[src/rtl/tcp_tx_pkt_gen.sv]
`default_nettype none
// +----------------------------------------------------------------------------+
// | tcp_tx_pkt_gen: reads per-flow TCP state and emits one segment descriptor  |
// | per scheduler request, writing back the advanced sequence number.          |
// | Revision: 1.0                                                              |
// +----------------------------------------------------------------------------+
module tcp_tx_pkt_gen #(
  parameter int FLOWID_W = 8,
  parameter int TX_PTR_W = 16,
  parameter int MSS      = 1460
) (
  input  logic                clk,
  input  logic                rst,
  input  logic                sched_cmd_val,
  input  logic [FLOWID_W-1:0] sched_cmd_flowid,
  input  logic                sched_cmd_data,
  output logic                sched_cmd_rdy,
  output logic                state_rd_req_val,
  output logic [FLOWID_W-1:0] state_rd_req_flowid,
  input  logic                state_rd_resp_val,
  input  logic [31:0]         state_rd_resp_seq,
  input  logic [31:0]         state_rd_resp_ack,
  input  logic [15:0]         state_rd_resp_their_win,
  input  logic [15:0]         state_rd_resp_our_win,
  input  logic [TX_PTR_W:0]   state_rd_resp_tail,
  output logic                seq_wr_val,
  output logic [FLOWID_W-1:0] seq_wr_flowid,
  output logic [31:0]         seq_wr_data,
  output logic                pkt_val,
  input  logic                pkt_rdy,
  output logic [FLOWID_W-1:0] pkt_flowid,
  output logic [31:0]         pkt_seq,
  output logic [31:0]         pkt_ack,
  output logic [15:0]         pkt_win,
  output logic [7:0]          pkt_flags,
  output logic [TX_PTR_W-1:0] pkt_payload_ptr,
  output logic [15:0]         pkt_payload_len
);

  localparam logic [31:0] c_MSS_32    = 32'(MSS);
  localparam logic [7:0]  c_FLAG_ACK  = 8'h10;
  localparam logic [7:0]  c_FLAG_APSH = 8'h18;

  typedef enum logic [2:0] {
    S_IDLE    = 3'd0,
    S_RD_REQ  = 3'd1,
    S_RD_WAIT = 3'd2,
    S_CALC    = 3'd3,
    S_OUTPUT  = 3'd4
  } state_t;

  state_t                r_state;
  logic                  r_cmd_rdy;
  logic                  r_rd_req_val;
  logic [FLOWID_W-1:0]   r_flowid;
  logic                  r_data;
  logic [31:0]           r_seq;
  logic [31:0]           r_ack;
  logic [15:0]           r_their_win;
  logic [15:0]           r_our_win;
  logic [TX_PTR_W:0]     r_tail;
  logic                  r_pkt_val;
  logic [FLOWID_W-1:0]   r_pkt_flowid;
  logic [31:0]           r_pkt_seq;
  logic [31:0]           r_pkt_ack;
  logic [15:0]           r_pkt_win;
  logic [7:0]            r_pkt_flags;
  logic [TX_PTR_W-1:0]   r_pkt_ptr;
  logic [15:0]           r_pkt_len;
  logic                  r_len_nz;
  logic [31:0]           r_seq_next;

  logic [TX_PTR_W:0]     w_unsent;
  logic [31:0]           w_unsent32;
  logic [31:0]           w_win32;
  logic [31:0]           w_len32;

  // Pointer difference includes the wrap bit, so it is naturally modular.
  assign w_unsent   = r_tail - r_seq[TX_PTR_W:0];
  assign w_unsent32 = 32'(w_unsent);
  assign w_win32    = {16'h0000, r_their_win};

  always_comb begin
    w_len32 = c_MSS_32;
    if (w_unsent32 < w_len32) w_len32 = w_unsent32;
    if (w_win32 < w_len32)    w_len32 = w_win32;
    if (!r_data)              w_len32 = 32'h0;
  end

  always_ff @(posedge clk) begin
    if (rst) begin
      r_state      <= S_IDLE;
      r_cmd_rdy    <= 1'b1;
      r_rd_req_val <= 1'b0;
      r_flowid     <= '0;
      r_data       <= 1'b0;
      r_seq        <= '0;
      r_ack        <= '0;
      r_their_win  <= '0;
      r_our_win    <= '0;
      r_tail       <= '0;
      r_pkt_val    <= 1'b0;
      r_pkt_flowid <= '0;
      r_pkt_seq    <= '0;
      r_pkt_ack    <= '0;
      r_pkt_win    <= '0;
      r_pkt_flags  <= '0;
      r_pkt_ptr    <= '0;
      r_pkt_len    <= '0;
      r_len_nz     <= 1'b0;
      r_seq_next   <= '0;
    end else begin
      r_rd_req_val <= 1'b0;
      case (r_state)
        S_IDLE: begin
          if (sched_cmd_val) begin
            r_flowid     <= sched_cmd_flowid;
            r_data       <= sched_cmd_data;
            r_cmd_rdy    <= 1'b0;
            r_rd_req_val <= 1'b1;
            r_state      <= S_RD_REQ;
          end
        end
        S_RD_REQ: r_state <= S_RD_WAIT;
        S_RD_WAIT: begin
          if (state_rd_resp_val) begin
            r_seq       <= state_rd_resp_seq;
            r_ack       <= state_rd_resp_ack;
            r_their_win <= state_rd_resp_their_win;
            r_our_win   <= state_rd_resp_our_win;
            r_tail      <= state_rd_resp_tail;
            r_state     <= S_CALC;
          end
        end
        S_CALC: begin
          r_pkt_val    <= 1'b1;
          r_pkt_flowid <= r_flowid;
          r_pkt_seq    <= r_seq;
          r_pkt_ack    <= r_ack;
          r_pkt_win    <= r_our_win;
          r_pkt_ptr    <= r_seq[TX_PTR_W-1:0];
          r_pkt_len    <= w_len32[15:0];
          r_pkt_flags  <= (w_len32 != 32'h0) ? c_FLAG_APSH : c_FLAG_ACK;
          r_len_nz     <= (w_len32 != 32'h0);
          r_seq_next   <= r_seq + w_len32;
          r_state      <= S_OUTPUT;
        end
        S_OUTPUT: begin
          if (pkt_rdy) begin
            r_pkt_val <= 1'b0;
            r_cmd_rdy <= 1'b1;
            r_state   <= S_IDLE;
          end
        end
        default: begin
          r_state   <= S_IDLE;
          r_cmd_rdy <= 1'b1;
          r_pkt_val <= 1'b0;
        end
      endcase
    end
  end

  assign sched_cmd_rdy       = r_cmd_rdy;
  assign state_rd_req_val    = r_rd_req_val;
  assign state_rd_req_flowid = r_flowid;

  // Writeback coincides with the descriptor handshake; a reset that cycle drops it.
  assign seq_wr_val    = r_pkt_val & pkt_rdy & r_len_nz & ~rst;
  assign seq_wr_flowid = r_flowid;
  assign seq_wr_data   = r_seq_next;

  assign pkt_val         = r_pkt_val;
  assign pkt_flowid      = r_pkt_flowid;
  assign pkt_seq         = r_pkt_seq;
  assign pkt_ack         = r_pkt_ack;
  assign pkt_win         = r_pkt_win;
  assign pkt_flags       = r_pkt_flags;
  assign pkt_payload_ptr = r_pkt_ptr;
  assign pkt_payload_len = r_pkt_len;

endmodule
`default_nettype wire

[config.mk]
export PLATFORM = sky130hd
export DESIGN_NAME = tcp_tx_pkt_gen
export DESIGN_NICKNAME = d
export VERILOG_FILES = /design/src/rtl/tcp_tx_pkt_gen.sv
export SDC_FILE = /design/constraint.sdc
export NUM_CORES = 1
export LEC_CHECK = 0
export CAP_MARGIN = 10
export CORE_ASPECT_RATIO = 1.5
export CORE_MARGIN = 2
export CORE_UTILIZATION = 50
export DETAILED_ROUTE_END_ITERATION = 8
export PLACE_DENSITY = 0.88
export SLEW_MARGIN = 20
export SYNTH_ARGS = -nofsm -noshare
export SYNTH_HDL_FRONTEND = slang
export SYNTH_SLANG_ARGS = --single-unit
export TNS_END_PERCENT = 1
[constraint.sdc]
create_clock -name clk -period 13.1 [get_ports clk]
set_input_delay 2.62 -clock clk [delete_from_list [all_inputs] [get_ports clk]]
set_output_delay 2.62 -clock clk [all_outputs]
set_load 0.05 [all_outputs]
==> metrics.txt, run 1 <==
kind of start point of the critical path=flip-flop; depth of the CTS H-tree=1; global router's overall resource usage=0.272; Clock Sinks=266; site row count=69; gate family responsible for the most delay along the worst path=compound AO/OA/AOI/OAI gates; cell area after technology mapping=0.0120 sq mm; number of enable-type register cells in the synthesized netlist=0; slowest cell on the critical path=a311oi_1; Clock transition at path regs=0.06 ns; number of nets in the layout=1959; Area growth, synth to finish=31.4%; clock latency on the worst-skew pair=0.53 ns; Post-CTS Resized=0; clock period minus worst slack=9.19 ns; required arrival time at the worst endpoint=13.54 ns; biggest area contributors in the synthesized netlist=dfxtp_1, nand2_1, a21oi_1; setup repair after global routing missed its margin=false; share of synthesized flip-flops with an asynchronous set or reset=0; critical path class=flip-flop to flip-flop; DIE WIDTH=131 um; met1 track demand over resource in global routing=0.317; dominant cell type by count on the critical path=o21ai_0; via density per instance=5.44; library cell used as clock root buffer=clkbuf_16; wire length of the first global-routing pass=56100 um; final core utilization=0.669; fraction of final layout cells sized beyond drive strength 1=0.0367; drt pass-1 iters=5; max capacitance violation total=0; number of input and output port buffers inserted=300; Fin. Hold Viols=0; number of buffers on the longest clock path=3; met3 usage=0.0499; Filler Cell Count=1965; Max-Slew Margin vs Limit=0.299; Most Crowded Layer GR=met2; sum of net half-perimeters after detailed placement=24700 um; total number of vias=11.5k; Yosys reg bits=266; Die Y=194 um; Starting Density=0.509; Tightest Pin Transition=1.05 ns; Initial DRC Count=749; biggest cell delay along the critical path=0.75 ns; maximum clock skew at final layout=0.00858 ns; global placer's final weighted congestion=0.903; CTS hold repair buffers=0; I/O pin cnt=307; overflow left after global routing=0; Synthesis Warnings=0; number of standard cells in the final layout excluding fillers=2119; power per unit of standard cell area=120 mW/mm^2; area share of the leading cell type in the synthesized netlist=0.442; dominant register cell in the synthesized netlist=dfxtp_1; FMAX=109 MHz; endpoint class of the critical path=flip-flop; most common cell in the netlist=nand2_1; antenna violations before repair=3; final setup violation count=0; cell count after synthesis=1562; Seq/Total Area, Yosys=0.442; clock tree from TritonCTS=yes; area of the core region=0.0237 sq mm; maximum vdd ir drop=0.000147 V; result of the run=complete, no violations; number of CTS-inserted buffers=24; max-slew violation total from the final report=0; static leakage=5.59 nW; sum of negative setup slack=0 ns; ranking of synthesized cells by instance count=nand2_1, a21oi_1, dfxtp_1; hold crit path type=flip-flop to flip-flop; detailed-route DRC error count=0; pin count of the biggest net entering global routing=96; Worst Path Arrival=9.62 ns; setup fix buffers added after clock tree synthesis=0; total wire length after detailed routing=35200 um; met2 usage in global routing=0.480; final worst-path cycle share=0.701; worst-path maximum fanout=11; Detail Route Antenna Nets=0; via count of the first global-routing pass=11.1k; overall power consumption=1.90 mW; die footprint=0.0254 sq mm; Synth cell types=67; Bufs and invs on worst path=3; cell taking the most area after synthesis=dfxtp_1; Cell Count Post-Placement=2075; final routed wire length divided by cell count=16.6 um; post-synthesis area per instance=7.71 sq um
## metal layers
layer,share of wire,wire length [um],vias up
met1,0.38,13500,5393
met2,0.50,17700,398
met5,0,0,-
met3,0.066,2330,106
li1,-,-,5621
met4,0.048,1690,0
## stage by stage
stage          setup slack, ns  cell area (sq um)  hold WS [ns]
5_1_grt                   3.03              15800         0.464
3_5_place_dp              3.96              15000         0.445
4_1_cts                   3.92              15800         0.452
6_report                  3.91              15800         0.451
2_1_floorplan             5.53              12100         0.432
3_3_place_gp              4.41              15000         0.436
## area by class of cell
cell class / instances / area, sq um / share of cell area
Sequential cell: 266 / 5330 / 0.337
Timing Repair Buffer: 307 / 3080 / 0.195
Antenna cell: 3 / 7.51 / 0.000474
Clock inverter: 8 / 129 / 0.00814
Tap cell: 319 / 399 / 0.0252
Clock buffer: 33 / 684 / 0.0433
Inverter: 38 / 143 / 0.00901
Multi-Input combinational cell: 1145 / 6060 / 0.383
## worst min-delay path, stage by stage (launching register included)
cell and delay (ns):
dfxtp_1 0.31, nand2_1 0.05, a21oi_1 0.05
## sequential cells by signal, indices dropped and copies added, names as in the netlist, 17 cells and up
register,cells
pkt_ack,32
pkt_seq,32
r_ack,32
r_seq,32
r_tail,17
seq_wr_data,32
## power by group
part           switching (mW)  internal, mW  total [mW]
clock                   0.304         0.424       0.728
combinational           0.193         0.129       0.322
sequential             0.0229         0.832       0.855
total                   0.520          1.38        1.90
## cells by family after synthesis
| family | Yosys count | share of synthesized area |
|---|---|---|
| other | 2 | 0.000624 |
| adder cells (fa/ha/maj) | 50 | 0.0532 |
| AND/OR/NAND/NOR | 660 | 0.228 |
| XOR/XNOR | 30 | 0.0218 |
| AO/OA/AOI/OAI | 380 | 0.182 |
| multiplexers | 13 | 0.0116 |
| flip-flops | 266 | 0.442 |
| buffers and inverters | 161 | 0.0606 |
## final timing paths
path                   start              end  cells after the start  slack (ns)
max                r_tail[0]  seq_wr_data[26]                     36        3.91
min reg2reg  seq_wr_data[10]  seq_wr_data[10]                      2        0.45
max reg2reg        r_tail[0]  seq_wr_data[26]                     36        3.91
min          seq_wr_data[10]  seq_wr_data[10]                      2        0.45
## cells in the final DEF, fill, tap and decap left out, types with 4 or more instances in the layout
cell type        Yosys  layout
o21ai_0             27      27
mux2_2               4       4
xnor2_1             16      16
a21oi_1            271     271
a211oi_1            23      23
nand3_1              7       6
nor2b_1              5       5
and2_1               8       8
clkbuf_16            0      24
nand4_1              4       4
o21a_1               6       6
clkbuf_8             0       6
mux2i_1              8       8
ha_1                48      48
nand2_1            504     504
a21o_1              10      10
xor2_1              14      14
and3_1              11      10
nor2_1              54      53
or2_2                4       4
dfxtp_1            266     266
clkdlybuf4s50_1      0     299
nand2b_1            13      13
buf_4               31       6
inv_1               38      38
o22ai_1              4       4
nor3_1              15      15
clkbuf_1            83       4
or3_1               17      17
conb_1               2      12
o21bai_1             5       5
a211o_1              4       4
nand3b_1             4       4
a311oi_1             4       4
Power figures use the tool's default switching activity.
==> run 2: changes to the inputs <==
Settings changed: CORE_UTILIZATION 50 to 45, PLACE_DENSITY 0.88 to 0.84.
Clock period 13.1 ns to 8.4 ns, I/O delays scaled along.
==> metrics.txt, run 2 (synthesis results as in run 1) <==
result of the run=complete, no violations; number of CTS-inserted buffers=26; pin count of the biggest net entering global routing=115; max-slew violation total from the final report=0; sequential cell fraction of total power=0.441; Area after DPL=0.0151 sq mm; CTS hold repair buffers=0; via density per instance=5.30; worst-path maximum fanout=6; final setup violation count=0; FMAX=125 MHz; Filler Cell Count=2333; endpoint class of the critical path=flip-flop; Max-Slew Margin vs Limit=0.315; Area growth, synth to finish=33.6%; Starting Density=0.456; global router's overall resource usage=0.249; Cell Count Post-Placement=2102; final routed wire length divided by cell count=16.8 um; antenna violations before repair=2; Clock Sinks=266; via count of the first global-routing pass=10.9k; clock tree from TritonCTS=yes; slowest cell on the critical path=fa_1; clock network power share=0.383; Fin. Hold Viols=0; overflow left after global routing=0; die footprint=0.0281 sq mm; Worst Path Arrival=8.45 ns; area of the core region=0.0264 sq mm; area taken by flip-flops and latches=0.00533 sq mm; site row count=73; power per unit of standard cell area=188 mW/mm^2; depth of the worst hold-timing path=2; final worst-path cycle share=0.955; leading cell type in the layout, fill and taps excluded=nand2_1; switching share of power=0.280; switching power total=0.847 mW; I/O pin cnt=307; number of buffers on the longest clock path=3; maximum vdd ir drop=0.000161 V; Clock transition at path regs=0.07 ns; required arrival time at the worst endpoint=8.83 ns; critical path class=flip-flop to flip-flop; drt pass-1 iters=5; share of power burned in combinational logic=0.176; Detail Route Antenna Nets=0; library cell used as clock root buffer=clkbuf_16; number of nets in the layout=1977; number of input and output port buffers inserted=300; Initial DRC Count=674; total area of multi-input combinational cells=0.00616 sq mm; commonest non-fill, non-tap cells in the layout=nand2_1, clkdlybuf4s50_1, a21oi_1; total wire length after detailed routing=36200 um; number of standard cells in the final layout excluding fillers=2157; Tightest Pin Transition=1.03 ns; cell depth of the worst flop-to-flop path=36; detailed-route DRC error count=0; Pint=2.18 mW; finished layout cell area=0.0161 sq mm; fraction of final layout cells sized beyond drive strength 1=0.0594; total number of vias=11.4k; biggest cell delay along the critical path=0.41 ns; max capacitance violation total=0; hold crit path type=flip-flop to flip-flop; wire length of the first global-routing pass=55800 um; sum of net half-perimeters after detailed placement=25600 um; Die Y=204 um; kind of start point of the critical path=flip-flop; depth of the CTS H-tree=1; DIE WIDTH=138 um; clock latency on the worst-skew pair=0.54 ns; global placer's final weighted congestion=0.934; static leakage=5.72 nW; maximum clock skew at final layout=0.0247 ns; clock period minus worst slack=8.02 ns
-- run 2: changes by cell type in the layout (fill, tap and decap cells not counted), sizes merged --
cell	previous run	this run
buf	7	23
clkinv	4	9
bufinv	3	2
clkbuf	34	33
clkinvlp	1	2
diode	3	2
inv	38	39
-- run 2: timing repair --
item | 4_1_cts | 5_1_grt
pin swaps | 0 | 12
gates resized for setup | 2 | 24
endpoints found under the setup margin | 2 | 19
setup buffers | 0 | 7
-- run 2: worst max-delay path: cells and delay by family (launching register included) --
family          cells  cell delay [ns]
buf+inv             3             0.24
flops               1             0.35
simple gates        8             1.80
mux                 2             0.42
fa+ha+maj           4             1.23
compound gates     19             3.86
-- run 2: path summary, 6_finish.rpt --
| check | endpoint | from | slack, ns |
|---|---|---|---|
| max | seq_wr_data[31] | r_seq[0] | 0.38 |
| max reg2reg | seq_wr_data[31] | r_seq[0] | 0.38 |
| min | pkt_ack[17] | pkt_ack[17] | 0.45 |
| min reg2reg | pkt_ack[17] | pkt_ack[17] | 0.45 |
-- run 2: area by class of cell --
type / count / area share
clock inverters: 14 / 0.00871
flip-flops and latches: 266 / 0.331
repair buffers: 323 / 0.198
inverters: 38 / 0.00886
well taps: 337 / 0.0262
clock buffers: 32 / 0.0443
diodes: 2 / 0.000311
multi-input cells: 1145 / 0.383
-- run 2: per-layer routing --
| metal | part of all wire | up-vias | GRT usage |
|---|---|---|---|
| li1 | - | 5643 | - |
| met1 | 0.39 | 5365 | 0.281 |
| met2 | 0.53 | 336 | 0.463 |
| met3 | 0.049 | 80 | 0.0355 |
| met4 | 0.038 | 0 | 0.0928 |
| met5 | 0 | - | 0 |
-- run 2: stage by stage --
step           power, mW  setup TNS [ns]  utilization  worst slack (ns)  hold slack [ns]
2_1_floorplan       1.70               0            -             0.827            0.432
3_3_place_gp        1.85               0        0.571             0.195            0.435
3_5_place_dp        1.86         -0.0489        0.571           -0.0439            0.446
4_1_cts             3.02               0        0.604            0.0816            0.454
5_1_grt             3.15          -0.160        0.610           -0.0498            0.468
6_report            3.03               0        0.610             0.381            0.452
-- run 2: power by group through the flow --
stage	Sequential (mW)	Combinational [mW]	Clock (mW)
global placement	1.36	0.492	0
global route	1.34	0.578	1.24
finish	1.33	0.533	1.16
CTS	1.33	0.505	1.18
floorplan	1.38	0.316	0
detailed placement	1.36	0.502	0
==> run 3: changes to the inputs <==
Settings changed: PLACE_DENSITY 0.84 to 0.81.
Clock period 8.4 ns to 9.49 ns, I/O delays scaled along.
==> metrics.txt, run 3 (synthesis results as in run 1) <==
library cell used as clock root buffer=clkbuf_16; global placer's final weighted congestion=0.990; wire length of the first global-routing pass=54200 um; switching share of power=0.276; Tightest Pin Transition=1.05 ns; slowest cell on the critical path=o41ai_1; Initial DRC Count=955; Area after DPL=0.0150 sq mm; power per unit of standard cell area=168 mW/mm^2; total wire length after detailed routing=34800 um; Critical Path Start=r_seq[0]; depth of the worst hold-timing path=2; DIE WIDTH=138 um; cell depth of the worst flop-to-flop path=35; number of CTS-inserted buffers=25; final setup violation count=0; clock latency on the worst-skew pair=0.54 ns; depth of the CTS H-tree=1; critical path class=flip-flop to flip-flop; die footprint=0.0281 sq mm; clock tree from TritonCTS=yes; hold crit path type=flip-flop to flip-flop; final routed wire length divided by cell count=16.3 um; Die Y=204 um; setup fix buffers added after clock tree synthesis=0; final worst-path cycle share=0.931; worst-path maximum fanout=11; share of power burned in combinational logic=0.167; Worst Path Arrival=9.28 ns; number of buffers on the longest clock path=3; pin count of the biggest net entering global routing=104; Clock Sinks=266; via density per instance=5.35; kind of start point of the critical path=flip-flop; sum of net half-perimeters after detailed placement=24700 um; CTS hold repair buffers=0; Detail Route Antenna Nets=0; drt pass-1 iters=8; finished layout cell area=0.0159 sq mm; area of the core region=0.0264 sq mm; I/O pin cnt=307; site row count=73; startpoint of the most critical hold path=r_ack[10]; antenna violations before repair=2; Fin. Hold Viols=0; source of the worst register-to-register timing path=r_seq[0]; maximum clock skew at final layout=0.0111 ns; overflow left after global routing=0; worst reg2reg endpoint=seq_wr_data[31]; biggest cell delay along the critical path=0.61 ns; commonest non-fill, non-tap cells in the layout=nand2_1, clkdlybuf4s50_1, a21oi_1; clock network power share=0.391; Clock transition at path regs=0.06 ns; result of the run=complete, no violations; static leakage=5.62 nW; Max-Slew Margin vs Limit=0.300; switching power total=0.734 mW; dominant cell type by count on the critical path=a211oi_1; max-slew violation total from the final report=0; leading cell type in the layout, fill and taps excluded=nand2_1; required arrival time at the worst endpoint=9.93 ns; detailed-route DRC error count=0; Filler Cell Count=2336; Area growth, synth to finish=31.9%; Pint=1.93 mW; FMAX=113 MHz; clock period minus worst slack=8.84 ns; global router's overall resource usage=0.240; terminating pin of the worst hold path=pkt_ack[10]; sequential cell fraction of total power=0.443; sum of negative setup slack=0 ns; endpoint class of the critical path=flip-flop; maximum vdd ir drop=0.000128 V; setup repair after global routing missed its margin=false; via count of the first global-routing pass=10.7k; total number of vias=11.5k; max capacitance violation total=0; reg-to-reg slack, setup=0.65 ns; Starting Density=0.456; fraction of final layout cells sized beyond drive strength 1=0.0411; number of input and output port buffers inserted=300; number of nets in the layout=1960
==> run 3: cell types whose count changed in the layout (fill, tap and decap cells not counted), sizes merged <==
cell,change
buf,-16
inv,+1
clkinvlp,-2
bufinv,+1
==> run 3: power by group through the flow <==
| stage | sequential [mW] | combinational [mW] | clock, mW |
|---|---|---|---|
| 2_1_floorplan | 1.22 | 0.280 | 0 |
| 3_3_place_gp | 1.20 | 0.429 | 0 |
| 3_5_place_dp | 1.20 | 0.439 | 0 |
| 4_1_cts | 1.18 | 0.441 | 1.06 |
| 5_1_grt | 1.18 | 0.484 | 1.10 |
| 6_report | 1.18 | 0.443 | 1.04 |
==> run 3: area by class of cell <==
type | count | area, sq um | area share
Tap cell | 337 | 422 | 0.0266
Multi-Input combinational cell | 1145 | 6070 | 0.382
Timing Repair Buffer | 307 | 3060 | 0.193
Inverter | 38 | 143 | 0.00898
Clock buffer | 32 | 692 | 0.0436
Antenna cell | 2 | 5.00 | 0.000315
Sequential cell | 266 | 5330 | 0.335
Clock inverter | 14 | 168 | 0.0106
==> run 3: metal layers <==
layer / GRT usage / wire length [um]
met5: 0 / 0
met4: 0.122 / 1830
met3: 0.0332 / 2130
met2: 0.422 / 17600
met1: 0.279 / 13300
==> run 3: what timing repair did <==
item                                    in CTS  in global routing
resized for setup                            0                  2
endpoints found under the setup margin       0                  9
hold endpoints to repair                     0                  0
==> run 3: how the worst max path moves through the flow <==
stage / slack (ns) / endpoint
final: 0.65 / seq_wr_data[31]
after global routing: 0.008 / seq_wr_data[28]
after CTS: 0.47 / seq_wr_data[20]
after detailed placement: 0.51 / seq_wr_data[20]
after global placement: 0.89 / seq_wr_data[28]
after floorplan: 1.92 / seq_wr_data[31]
==> run 3: critical path, delay by kind of cell, from the launching register on <==
kind            cells  cell delay (ns)
buf+inv             2             0.14
mux                 2             0.49
flops               1             0.35
fa+ha+maj           4             1.21
simple gates        8             2.19
compound gates     19             4.34
==> run 3: metrics by stage <==
step / worst slack, ns / hold slack (ns) / cells / power (mW) / util
floorplan: 1.92 / 0.432 / 1572 / 1.50 / -
global placement: 0.890 / 0.436 / 2093 / 1.63 / 0.568
detailed placement: 0.508 / 0.443 / 2093 / 1.64 / 0.568
CTS: 0.473 / 0.450 / 2139 / 2.68 / 0.601
global route: 0.00797 / 0.463 / 2141 / 2.77 / 0.602
finish: 0.652 / 0.448 / 2141 / 2.66 / 0.602
